<file path="src/rtl/ps2_pkg.sv">
// Shared PS/2 definitions: host transmitter state encoding and
// keyboard command constants used by the tx and rx paths.
package ps2_pkg;

  typedef enum logic [2:0] {
    IDLE,
    INHIBIT,
    REQ,
    SEND,
    ACK,
    WAIT_HIGH,
    DONE
  } state_t;

  localparam logic [7:0] CMD_SET_LED = 8'hED;
  localparam logic [7:0] CMD_RESET   = 8'hFF;
  localparam logic [7:0] CMD_ENABLE  = 8'hF4;
  localparam logic [7:0] RESP_ACK    = 8'hFA;

  function automatic logic odd_parity(input logic [7:0] d);
    return ~^d;
  endfunction

endpackage

</file>
<file path="src/rtl/ps2_host_tx_if.sv">
// Command handshake and status bundle between the host logic
// and the PS/2 transmitter.
interface ps2_host_tx_if;

  logic [7:0] tx_data;
  logic       tx_valid;
  logic       tx_ready;
  logic       busy;
  logic       done;
  logic       err;

  modport master (
    output tx_data, tx_valid,
    input  tx_ready, busy, done, err
  );

  modport slave (
    input  tx_data, tx_valid,
    output tx_ready, busy, done, err
  );

endinterface

</file>
<file path="src/rtl/ps2_line_sync.sv">
// Two-flop synchronizers for raw PS2_CLK/PS2_DATA plus a
// one-cycle strobe on each falling clock edge.
module ps2_line_sync (
  input  logic clk,
  input  logic rst,
  input  logic i_ps2_clk,
  input  logic i_ps2_data,
  output logic o_sync_clk,
  output logic o_sync_data,
  output logic o_fall
);

  logic [1:0] r_clk_sync;
  logic [1:0] r_data_sync;
  logic       r_clk_prev;

  // Idle bus is high; resetting to 1 avoids a false edge.
  always_ff @(posedge clk or posedge rst) begin
    if (rst) begin
      r_clk_sync  <= 2'b11;
      r_data_sync <= 2'b11;
      r_clk_prev  <= 1'b1;
    end else begin
      r_clk_sync  <= {r_clk_sync[0], i_ps2_clk};
      r_data_sync <= {r_data_sync[0], i_ps2_data};
      r_clk_prev  <= r_clk_sync[1];
    end
  end

  assign o_sync_clk  = r_clk_sync[1];
  assign o_sync_data = r_data_sync[1];
  assign o_fall      = r_clk_prev & ~r_clk_sync[1];

endmodule

</file>
<file path="src/rtl/ps2_host_tx.sv">
// Host-to-device PS/2 transmitter: request-to-send, bit shifting
// on device clock falls, odd parity, ACK check and timeout.
module ps2_host_tx
  import ps2_pkg::*;
#(
  parameter int INHIBIT_CYCLES = 10000,
  parameter int TIMEOUT_CYCLES = 1500000
) (
  input  logic         clk,
  input  logic         out_rst,
  ps2_host_tx_if.slave tx,
  input  logic         ps2_clk_in,
  input  logic         ps2_data_in,
  output logic         ps2_clk_oe,
  output logic         ps2_data_oe
);

  localparam logic [13:0] INH_LAST = 14'(INHIBIT_CYCLES - 1);
  localparam logic [20:0] TO_LAST  = 21'(TIMEOUT_CYCLES - 1);

  logic w_sync_clk;
  logic w_sync_data;
  logic w_fall;

  ps2_line_sync u_sync (
    .clk         (clk),
    .rst         (out_rst),
    .i_ps2_clk   (ps2_clk_in),
    .i_ps2_data  (ps2_data_in),
    .o_sync_clk  (w_sync_clk),
    .o_sync_data (w_sync_data),
    .o_fall      (w_fall)
  );

  state_t      r_state;
  state_t      w_next;
  logic [9:0]  r_shift;
  logic        r_data_oe;
  logic        r_err;
  logic [3:0]  r_bit_cnt;
  logic [13:0] r_inh_cnt;
  logic [20:0] r_timer;

  logic w_accept;
  logic w_timing;
  logic w_timed;

  assign w_accept = (r_state == IDLE) && tx.tx_valid;
  assign w_timing = (r_state == SEND) || (r_state == ACK)
                 || (r_state == WAIT_HIGH);
  assign w_timed  = w_timing && (r_timer == TO_LAST);

  always_ff @(posedge clk or posedge out_rst) begin
    if (out_rst) r_state <= IDLE;
    else         r_state <= w_next;
  end

  always_comb begin
    w_next = r_state;
    unique case (r_state)
      IDLE:      if (tx.tx_valid) w_next = INHIBIT;
      INHIBIT:   if (r_inh_cnt == INH_LAST) w_next = REQ;
      REQ:       w_next = SEND;
      SEND: begin
        if (w_timed) w_next = DONE;
        else if (w_fall && r_bit_cnt == 4'd9) w_next = ACK;
      end
      ACK: begin
        if (w_timed) w_next = DONE;
        else if (w_fall) w_next = w_sync_data ? DONE : WAIT_HIGH;
      end
      WAIT_HIGH: begin
        if (w_timed) w_next = DONE;
        else if (w_sync_clk && w_sync_data) w_next = DONE;
      end
      DONE:      w_next = IDLE;
      default:   w_next = IDLE;
    endcase
  end

  always_ff @(posedge clk or posedge out_rst) begin
    if (out_rst) begin
      r_shift   <= '0;
      r_data_oe <= 1'b0;
      r_err     <= 1'b0;
      r_bit_cnt <= '0;
      r_inh_cnt <= '0;
      r_timer   <= '0;
    end else begin
      if (w_accept) begin
        r_shift   <= {1'b1, odd_parity(tx.tx_data), tx.tx_data};
        r_err     <= 1'b0;
        r_bit_cnt <= '0;
        r_inh_cnt <= '0;
        r_data_oe <= 1'b0;
      end
      if (r_state == INHIBIT) r_inh_cnt <= r_inh_cnt + 14'd1;
      if (r_state == REQ) r_data_oe <= 1'b1;
      // Line is driven low for a 0 bit, so oe is the inverted bit.
      if (r_state == SEND && w_fall) begin
        r_data_oe <= ~r_shift[0];
        r_shift   <= {1'b0, r_shift[9:1]};
      end
      if ((r_state == SEND || r_state == ACK) && w_fall
          && r_bit_cnt != 4'hF)
        r_bit_cnt <= r_bit_cnt + 4'd1;
      if (w_timing && !w_fall) r_timer <= r_timer + 21'd1;
      else                     r_timer <= '0;
      if (w_timed)
        r_err <= 1'b1;
      else if (r_state == ACK && w_fall && w_sync_data)
        r_err <= 1'b1;
    end
  end

  always_comb begin
    ps2_clk_oe  = (r_state == INHIBIT);
    ps2_data_oe = (r_state == REQ)
               || ((r_state == SEND) && r_data_oe);
    tx.tx_ready = (r_state == IDLE);
    tx.busy     = (r_state != IDLE);
    tx.done     = (r_state == DONE);
    tx.err      = r_err;
  end

endmodule

</file>
<file path="src/flat_wrapper.sv">
// flat-port wrapper written by rule: the top's interface ports become plain ports
module ps2_host_tx_flat import ps2_pkg::*;
#(
  parameter int INHIBIT_CYCLES = 10000,
  parameter int TIMEOUT_CYCLES = 1500000
)
  (clk, out_rst, ps2_clk_in, ps2_data_in, ps2_clk_oe, ps2_data_oe, tx_tx_data, tx_tx_valid, tx_tx_ready, tx_busy, tx_done, tx_err);
  ps2_host_tx_if tx_i ();
  input  logic clk;
  input  logic out_rst;
  input  logic ps2_clk_in;
  input  logic ps2_data_in;
  output logic ps2_clk_oe;
  output logic ps2_data_oe;
  input wire logic [$bits(tx_i.tx_data)-1:0] tx_tx_data;
  input wire logic [$bits(tx_i.tx_valid)-1:0] tx_tx_valid;
  output wire logic [$bits(tx_i.tx_ready)-1:0] tx_tx_ready;
  output wire logic [$bits(tx_i.busy)-1:0] tx_busy;
  output wire logic [$bits(tx_i.done)-1:0] tx_done;
  output wire logic [$bits(tx_i.err)-1:0] tx_err;
  assign tx_i.tx_data = tx_tx_data;
  assign tx_i.tx_valid = tx_tx_valid;
  assign tx_tx_ready = tx_i.tx_ready;
  assign tx_busy = tx_i.busy;
  assign tx_done = tx_i.done;
  assign tx_err = tx_i.err;
  ps2_host_tx #(.INHIBIT_CYCLES(INHIBIT_CYCLES), .TIMEOUT_CYCLES(TIMEOUT_CYCLES)) u_core (.clk(clk), .out_rst(out_rst), .tx(tx_i), .ps2_clk_in(ps2_clk_in), .ps2_data_in(ps2_data_in), .ps2_clk_oe(ps2_clk_oe), .ps2_data_oe(ps2_data_oe));
endmodule
</file>
<file path="config.mk">
export PLATFORM = sky130hd
export DESIGN_NAME = ps2_host_tx_flat
export DESIGN_NICKNAME = d
export VERILOG_FILES = /design/src/rtl/ps2_pkg.sv /design/src/rtl/ps2_host_tx_if.sv /design/src/rtl/ps2_line_sync.sv /design/src/rtl/ps2_host_tx.sv /design/src/flat_wrapper.sv
export SDC_FILE = /design/constraint.sdc
export NUM_CORES = 1
export LEC_CHECK = 0
export BUFFER_PORTS_ARGS = -buffer_cell sky130_fd_sc_hd__buf_4
export CAP_MARGIN = 10
export CORE_UTILIZATION = 40
export CTS_BUF_LIST = sky130_fd_sc_hd__clkbuf_4 sky130_fd_sc_hd__clkbuf_8
export CTS_CLUSTER_SIZE = 14
export DETAILED_ROUTE_END_ITERATION = 6
export PLACE_DENSITY = 0.62
export SLEW_MARGIN = 0
export SYNTH_ARGS = -nofsm -noshare
export SYNTH_HDL_FRONTEND = slang
export SYNTH_SLANG_ARGS = --single-unit
export TNS_END_PERCENT = 100
</file>
<file path="constraint.sdc">
create_clock -name clk -period 2.8 [get_ports clk]
set_input_delay 0 -clock clk [delete_from_list [all_inputs] [get_ports clk]]
set_output_delay 0 -clock clk [all_outputs]
set_load 0.02 [all_outputs]
</file>
# After elaboration in Yosys (flattened, before gate mapping)
# Cells that the tools add are included.
# Widths: inputs -> output; s select.
[word_totals] regBits=59 inputBits=13 output_inout_bits=6 elab_cells=77
[classes] n_addsub=3 n_eq_ne=15 n_mux=22 bitwise=3 reduce_logical=24
[ops] cell="$mux 14" n=2
[ops] cell="$mux 3" n=8
[ops] cell="$add 21x1->21 const B" n=1
[ops] cell="$eq 21x21->1 const B" n=1
[ops] cell="$mux 21" n=1
[ops] cell="$mux 10" n=2
[ops] cell="$pmux 3 s6" n=1
[ops] cell="$add 14x1->14 const B" n=1
[ops] cell="$eq 14x14->1 const B" n=1
[ops] cell="$logic_and 1x1->1" n=11
[ops] cell="$eq 3x3->1 const B" n=3
[ops] cell="$reduce_bool 3->1" n=3
[ops] cell="$mux 4" n=2
[ops] cell="$reduce_xnor 8->1" n=1
[ops] cell="$eq 3x2->1 const B" n=2
[ops] cell="$ne 3x2->1 const B" n=2
[ops] cell="$reduce_bool 2->1" n=3
[ops] cell="$mux 1" n=5
[ops] cell="$reduce_and 5->1" n=1
[ops] cell="$add 4x1->4 const B" n=1
[ops] cell="$eq 4x4->1 const B" n=1
[ops] cell="$ne 4x4->1 const B" n=1
[ops] cell="$eq 3x1->1 const B" n=1
[ops] cell="$logic_not 3->1" n=1
[ops] cell="other kinds (8)" n=11

# Depth between registers and ports, before layout
# Gate-level depths: netlist of the first run.
[logic_depth] ltp_word=6 mapped_depth=8 depth_no_buf=7

# Modules after synthesis
# From an unflattened synthesis of the first run, not the netlist that was laid out.
[unflattened] cells_unflattened=317 area_unflattened_um2=2949.1
[modules_own_cells] module="ps2_host_tx" n_inst=1 cells_per_inst=310 area_each_um2=2800.2 seq_area_each_um2=1351.3
[modules_own_cells] module="ps2_line_sync" n_inst=1 cells_per_inst=7 area_each_um2=148.9 seq_area_each_um2=131.4

# Worst setup path after synthesis of the first run
# No wires, ideal clock.
[synth_path] path_kind="register -> register" startpoint="register u_core.r_timer[0]" endpoint="register u_core.r_state[0]" setup_time_ps=125 t_arrival_ps=1909 t_required_ps=2675 slack_ps=766 stages_incl_launch_ff=7 n_path_buf=0 period_less_slack_ps=2034 path_cell_list="dfrtp_1 > ha_1 > and4_4 > nand4_1 > or3_4 > a221oi_4 > mux2_4"
[synth_between] elab_chain_len=4 word_cells_on_any_way=10 classes_between="eq/ne: 4; mux: 4; reduce/logical: 2"
[synth_lines] item="start: declaration" line_no="ps2_host_tx.sv:42" text="logic [20:0] r_timer;"
[synth_lines] item="start signal: assignment" line_no="ps2_host_tx.sv:107" text="if (w_timing && !w_fall) r_timer <= r_timer + 21'd1;"
[synth_lines] item="$eq 21x21->1 (*)" line_no="ps2_host_tx.sv:51" text="assign w_timed = w_timing && (r_timer == TO_LAST);"
[synth_lines] item="$logic_and 1x1->1 (*)" line_no="ps2_host_tx.sv:51"
[synth_lines] item="$ne 3x1->1 (no source line), or another cell as far along"
[synth_lines] item="$reduce_and 5->1 (no source line) / $pmux 3 s6 (equally long branches)"
[synth_lines] item="end signal: assignment" line_no="ps2_host_tx.sv:55" text="else r_state <= w_next;"
[synth_lines] item="end: declaration" line_no="ps2_host_tx.sv:35" text="state_t r_state;"
# Mark *: on every way between the ends. The rest lies on a longest branch, timed or not.
# A chain may end at the register's enable or synchronous reset.

# Final worst setup path of the first run
# Ends and elaborated chain as after synthesis.

==> out/metrics.yaml, run 1 <==
outcome:
  status: "completed"
hold_path:
  holdPathStages: 4
  min_to: "u_core.r_state[2]"
  min_from: "tx_tx_valid"
  hold_path_class: "primary input to flop"
route:
  ant_nets: 0
  drt-total-wl_um: 5780
  drt_pre_antenna_iters: 6
  drc_errors: 0
  wire_per_inst_um: 12.8
  drt-vias-per-instance: 5.15
  vias: 2331
  drt-initial-drc-count: 79
die:
  rows: 31
  die_area_um2: 7780
  core_area_um2: 7210
  initial_core_util_pct: 41.2
  die_h_um: 88.2
  pin_count: 19
  die_w_um: 88.2
synth:
  synth-edff-count: 0
  synth_cells: 314
  ys.flop_type: "dfrtp_1"
  synthTopCellsByArea: "dfrtp_1 45%, nand2_1 5.4%, o21ai_0 4.7%"
  syn-cell-area_um2: 2970
  ys_seq_area_share_pct: 49.9
  avgSynthCellArea_um2: 9.46
  synth_nets: 331
  ys_seq_elements: 59
  synth_warnings: 0
  synth_cell_types: 47
  yosysTopAreaCell: "dfrtp_1"
  synth_top_area_share_pct: 45.5
  synthArstFlopShare_pct: 100
finish:
  diodes: 0
  drive_gt1_share_pct: 15.5
  fin_nets: 366
  final_util_pct: 48.6
  syn2layout_area_growth_pct: 18.0
setup_path:
  cp.depth: 6
  path_cells: "ha_1 -> and4_4 -> nand4_1 -> or3_4 -> a221oi_4 -> mux2_4"
  startpoint_type: "flop"
  worstSetupPathType: "flop to flop"
  critPathSlowestCell: "or3_4"
  crit_required_ns: 3.02
  r2r_cells: 6
  worstPathBufferInverterCount: 0
  r2r_slack_ns: 0.63
  slowest_delay_ns: 0.43
  rr_endpoint: "u_core.r_state[0]"
  cp_data_arrival_time_ns: 2.39
  critical-path-top-delay-family: "simple AND/OR/NAND/NOR gates"
  r2r_start: "u_core.r_timer[0]"
  end_kind: "flop"
  crit_path_max_fanout: 4
sta:
  hold_viol: 0
  setup_violations: 0
  relSlewSlack_pct: 58.0
  worstMarginPinSlew_ns: 0.629
  grt_setup_unrepaired: "false"
  final.min_clock_period_ns: 2.17
  fmax_mhz: 460
  setup_ws_ns: 0.628
  maxSlewViolCount: 0
  fin_crit_sh_pct: 77.6
  setup_tns_ns: 0
  clock_skew_ns: 0.0113
clocking:
  cts_resized: 0
  cts_buffer_depth: 2
  clk_latency_ns: 0.34
  tritoncts: "yes"
  postCtsHoldBufs: 11
  postCtsSetupRepairBufs: 0
  cts_made_buffers: 9
  clock_sinks: 59
  htreeDepth: 3
  clk_pin_slew_ns: 0.07
  clk_root_buffer_cell: "clkbuf_8"
global_route:
  antenna_found_initial: 0
  overflow: 0
  met3_usage_pct: 5.00
  top_usage_layer: "met2"
  grtUsageTotal_pct: 16.6
  grt_pass1_vias: 2206
  grt_max_degree: 31
  grt_first_pass_wirelength_um: 10000
  met1_usage_pct: 22.4
  grt.met2_usage_pct: 25.6
power:
  p_leak_uw: 0.00151
  peakVddDrop_v: 0.000344
  power_uw: 2710
  power_density_nw_per_um2: 772
flow_run:
  cap_viol_max_count: 0
placement:
  dp_slack_ns: 0.652
  io_buffers: 18
  hpwl_um: 4010
  gp_routability_congestion: 0.802
final cells by class:
type	instances	area, um2
fill	694	3710
sequential	59	1480
multi-input combinational	234	1400
timing repair buffer	33	275
clock buffer	10	138
tap	99	124
inverter	12	45.0
clock inverter	6	41.3
cells in the mapped netlist (7+ instances only):
| library cell | n |
|---|---|
| a21oi_1 | 7 |
| a22oi_1 | 9 |
| dfrtp_1 | 54 |
| inv_1 | 10 |
| nand2_1 | 43 |
| nand3_1 | 24 |
| nand4_1 | 9 |
| nor2_1 | 29 |
| nor3_1 | 8 |
| o21ai_0 | 28 |
| xnor2_1 | 16 |
| xor2_1 | 10 |
where the power goes:
| group | internal [uW] | total [uW] | switching [uW] |
|---|---|---|---|
| clock | 342 | 687 | 345 |
| combinational | 349 | 838 | 489 |
| sequential | 1020 | 1180 | 165 |
| total | 1710 | 2710 | 999 |
routing by layer:
| layer | wire length (um) | part of all wire (%) |
|---|---|---|
| met4 | 63 | 1.1 |
| met2 | 2600 | 45 |
| met5 | 0 | 0 |
| met3 | 204 | 3.5 |
| met1 | 2910 | 50 |
sequential cells by signal, summed over array words and instances, names as in the netlist:
signal                     count
u_core.tx.err                  1
u_core.u_sync.r_clk_sync       2
u_core.r_inh_cnt              14
u_core.r_bit_cnt               4
u_core.r_data_oe               1
u_core.u_sync.r_data_sync      2
u_core.r_shift                10
u_core.u_sync.r_clk_prev       1
u_core.r_state                 3
u_core.r_timer                21
cells in the final DEF (no fill, tap or decap), types with 7 or more instances in the layout:
master	n
a21oi_1	7
a22oi_1	9
buf_4	22
clkbuf_8	10
dfrtp_1	54
dlygate4sd3_1	11
inv_1	9
nand2_1	43
nand3_1	24
nand4_1	9
nor2_1	29
nor3_1	8
o21ai_0	27
xnor2_1	16
xor2_1	10
worst register-to-register path, delay by kind of cell (launching register included):
| family | cells | cell delay, ns |
|---|---|---|
| compound gates | 1 | 0.32 |
| simple gates | 3 | 0.83 |
| mux | 1 | 0.33 |
| fa+ha+maj | 1 | 0.21 |
| flops | 1 | 0.36 |
logic make-up (layout without fill, tap and decap cells):
| family | after synthesis | in the layout | share of synthesized area, % |
|---|---|---|---|
| multiplexers | 5 | 5 | 1.85 |
| buffers and inverters | 21 | 61 | 2.99 |
| adder cells (fa/ha/maj) | 4 | 4 | 1.68 |
| AO/OA/AOI/OAI | 56 | 56 | 11.8 |
| XOR/XNOR | 26 | 26 | 7.66 |
| AND/OR/NAND/NOR | 143 | 143 | 24.1 |
| flip-flops | 59 | 59 | 49.9 |
per-stage QoR:
stage / hold slack, ns / area [um2] / instances
2_1_floorplan: 0.00448 / 2970 / 314
5_1_grt: 0.161 / 3510 / 453
6_report: 0.153 / 3510 / 453
3_3_place_gp: 0.109 / 3220 / 426
3_5_place_dp: 0.110 / 3220 / 426
4_1_cts: 0.146 / 3510 / 453
how the worst max path moves through the flow:
| stage | startpoint | to | slack [ns] |
|---|---|---|---|
| 5_1_grt | u_core.r_state[0] | u_core.r_inh_cnt[13] | 0.50 |
| 4_1_cts | u_core.r_timer[0] | u_core.r_state[0] | 0.64 |
| 3_5_place_dp | u_core.r_timer[0] | u_core.r_state[0] | 0.65 |
| 2_1_floorplan | u_core.r_timer[0] | u_core.r_state[0] | 0.77 |
| 3_3_place_gp | u_core.r_timer[0] | u_core.r_state[0] | 0.69 |
| 6_report | u_core.r_timer[0] | u_core.r_state[0] | 0.63 |
Note: power is estimated with default switching activity, not from simulation.
==> run 2, diff against run 1 <==
Settings changed: PLACE_DENSITY 0.62 to 0.65.
Clock period 2.8 ns to 1.75 ns, I/O delays scaled along.
==> out/metrics.yaml, run 2 (same netlist as run 1, synthesis figures left out) <==
route:
  vias: 2557  # +9.7%
  drc_errors: 0  # unchanged
  drt_pre_antenna_iters: 4  # -2
  ant_nets: 0  # unchanged
  drt-vias-per-instance: 4.98  # -3.1%
  drt-initial-drc-count: 77  # -2.5%
  drt-total-wl_um: 6760  # +17%
  wire_per_inst_um: 13.2  # +3.2%
setup_path:
  cp_data_arrival_time_ns: 2.23  # -0.16 ns
  path_cells: "nor4b_2 -> nand4_1 -> or3_4 -> a221oi_4 -> buf_4 -> mux2i_2"
  startpoint_type: "flop"
  crit_path_max_fanout: 3  # -1
  critPathSlowestCell: "dfrtp_1"
  crit_required_ns: 2.02  # -1.00 ns
  worstSetupPathType: "flop to flop"
  end_kind: "flop"
  slowest_delay_ns: 0.39  # -0.04 ns
global_route:
  overflow: 0  # unchanged
  grt_pass1_vias: 2390  # +8.3%
  grt_max_degree: 60  # +94%
  grtUsageTotal_pct: 19.0  # +2.4 points
  grt_first_pass_wirelength_um: 11000  # +9.2%
  antenna_found_initial: 0  # unchanged
die:
  core_area_um2: 7210  # unchanged
  die_area_um2: 7780  # unchanged
  die_w_um: 88.2  # unchanged
  initial_core_util_pct: 41.2  # unchanged
  pin_count: 19  # unchanged
  rows: 31  # unchanged
  die_h_um: 88.2  # unchanged
finish:
  regMostFlops: "u_core.r_timer"
  final_util_pct: 56.8  # +8.2 points
  largestRegisters: "u_core.r_timer: 21 flops, u_core.r_inh_cnt: 14 flops, u_core.r_shift: 10 flops"
  largest_register_ffs: 21  # unchanged
  diodes: 0  # unchanged
  drive_gt1_share_pct: 31.2  # +16 points
  mostFrequentLayoutCell: "buf_4"
  syn2layout_area_growth_pct: 37.9
  fin_nets: 426  # +16%
  final_cell_mix: "81 x buf_4, 54 x dfrtp_1, 42 x nand2_1, 27 x nor2_1, 27 x o21ai_0"
power:
  p_leak_uw: 0.00188  # +25%
  p_seq_share_pct: 33.9  # -9.8 points
  power_uw: 5260  # +94%
  switchingPower_uw: 1720  # +72%
  swShare_pct: 32.6  # -4.3 points
  power_density_nw_per_um2: 1280  # +66%
  clkPwrFrac_pct: 29.2  # +3.8 points
  p_int_uw: 3540  # +110%
  peakVddDrop_v: 0.000516  # +50%
  combPwrFrac_pct: 36.9  # +6.0 points
outcome:
  status: "finished with violations"
  violations: "setup timing"
sta:
  fmax_mhz: 508  # +10%
  worstMarginPinSlew_ns: 0.472  # -0.157 ns
  grt_setup_unrepaired: "true"
  clock_skew_ns: 0.00824  # -0.00302 ns
  final.min_clock_period_ns: 1.97  # -0.205 ns
  hold_viol: 0  # unchanged
  maxSlewViolCount: 0  # unchanged
  relSlewSlack_pct: 68.4  # +10 points
  fin_crit_sh_pct: 112  # +35 points
  whs_ns: 0.0803  # -0.0732 ns
  setup_violations: 3  # +3
  setup_ws_ns: -0.218  # -0.845 ns
placement:
  gp_routability_congestion: 0.775  # -3.4%
  io_buffers: 18  # unchanged
  hpwl_um: 4530  # +13%
  dp_slack_ns: -0.224  # -0.876 ns
clocking:
  clk_root_buffer_cell: "clkbuf_8"
  clk_latency_ns: 0.35  # about the same
  clock_sinks: 59  # unchanged
  clk_pin_slew_ns: 0.07  # about the same
  tritoncts: "yes"
  cts_made_buffers: 9  # unchanged
  htreeDepth: 3  # unchanged
  cts_buffer_depth: 2  # unchanged
hold_path:
  hold_path_class: "primary input to flop"
flow_run:
  cap_viol_max_count: 0  # unchanged
run 2: changes by cell type in the layout (fill, tap and decap cells not counted), sizes merged:
cell / change
bufinv: +3
clkinv: -1
buf: +60
clkbuf: +1
clkinvlp: -3
run 2: per-layer routing:
layer / global-route usage (%) / vias up / routed length [um]
met5: 0 / - / 0
li1: - / 1286 / -
met2: 28.3 / 36 / 3200
met3: 6.88 / 13 / 262
met1: 24.9 / 1222 / 3160
met4: 8.21 / 0 / 131
run 2: power by group through the flow:
stage	combinational [uW]	clock [uW]	sequential, uW
final	1940	1540	1780
after global routing	2160	1640	1810
after CTS	1920	1570	1780
after detailed placement	1880	0	1800
after global placement	1840	0	1790
after floorplan	1100	0	1800
run 2: repair_timing:
action                                  in CTS  in global routing
pin swaps                                    0                  1
resized for setup                            1                 12
endpoints found under the setup margin       8                 29
hold buffers                                11                  0
endpoints found under the hold margin       69                  0
setup buffers                                0                  1
run 2: stage by stage:
step	TNS [ns]	instance area (um2)	cells
global placement	-0.321	3680	485
CTS	-0.599	4040	512
global route	-1.12	4100	513
finish	-0.557	4100	513
floorplan	-0.237	2980	314
detailed placement	-0.616	3680	485
run 2: cell type report:
| type | instances | area (um2) |
|---|---|---|
| fill | 658 | 3120 |
| inverter | 12 | 45.0 |
| timing repair buffer | 93 | 738 |
| clock buffer | 11 | 145 |
| multi-input combinational | 234 | 1460 |
| sequential | 59 | 1480 |
| clock inverter | 5 | 100 |
| tap | 99 | 124 |
run 2: path summary, 6_finish.rpt:
kind                                                  start                          end  depth (start not counted)  slack [ns]
worst max-delay path                      u_core.r_timer[7]            u_core.r_state[2]                          6       -0.22
worst max register to register            u_core.r_timer[7]            u_core.r_state[2]                          6       -0.22
worst min-delay path                            tx_tx_valid            u_core.r_shift[9]                          4        0.08
min in group asynchronous                           out_rst           u_core.r_timer[13]                          4        0.26
max in group asynchronous                           out_rst  u_core.u_sync.r_clk_sync[0]                          4        1.16
worst min register to register  u_core.u_sync.r_clk_sync[0]  u_core.u_sync.r_clk_sync[1]                          0        0.35
run 2: worst max-delay path, delay by kind of cell, from the launching register on:
family	cells	cell delay, ns
DFF	1	0.39
AOI/OAI and AO/OA	1	0.27
and+or+nand+nor	3	0.86
muxes	1	0.20
buffers and inverters	1	0.17
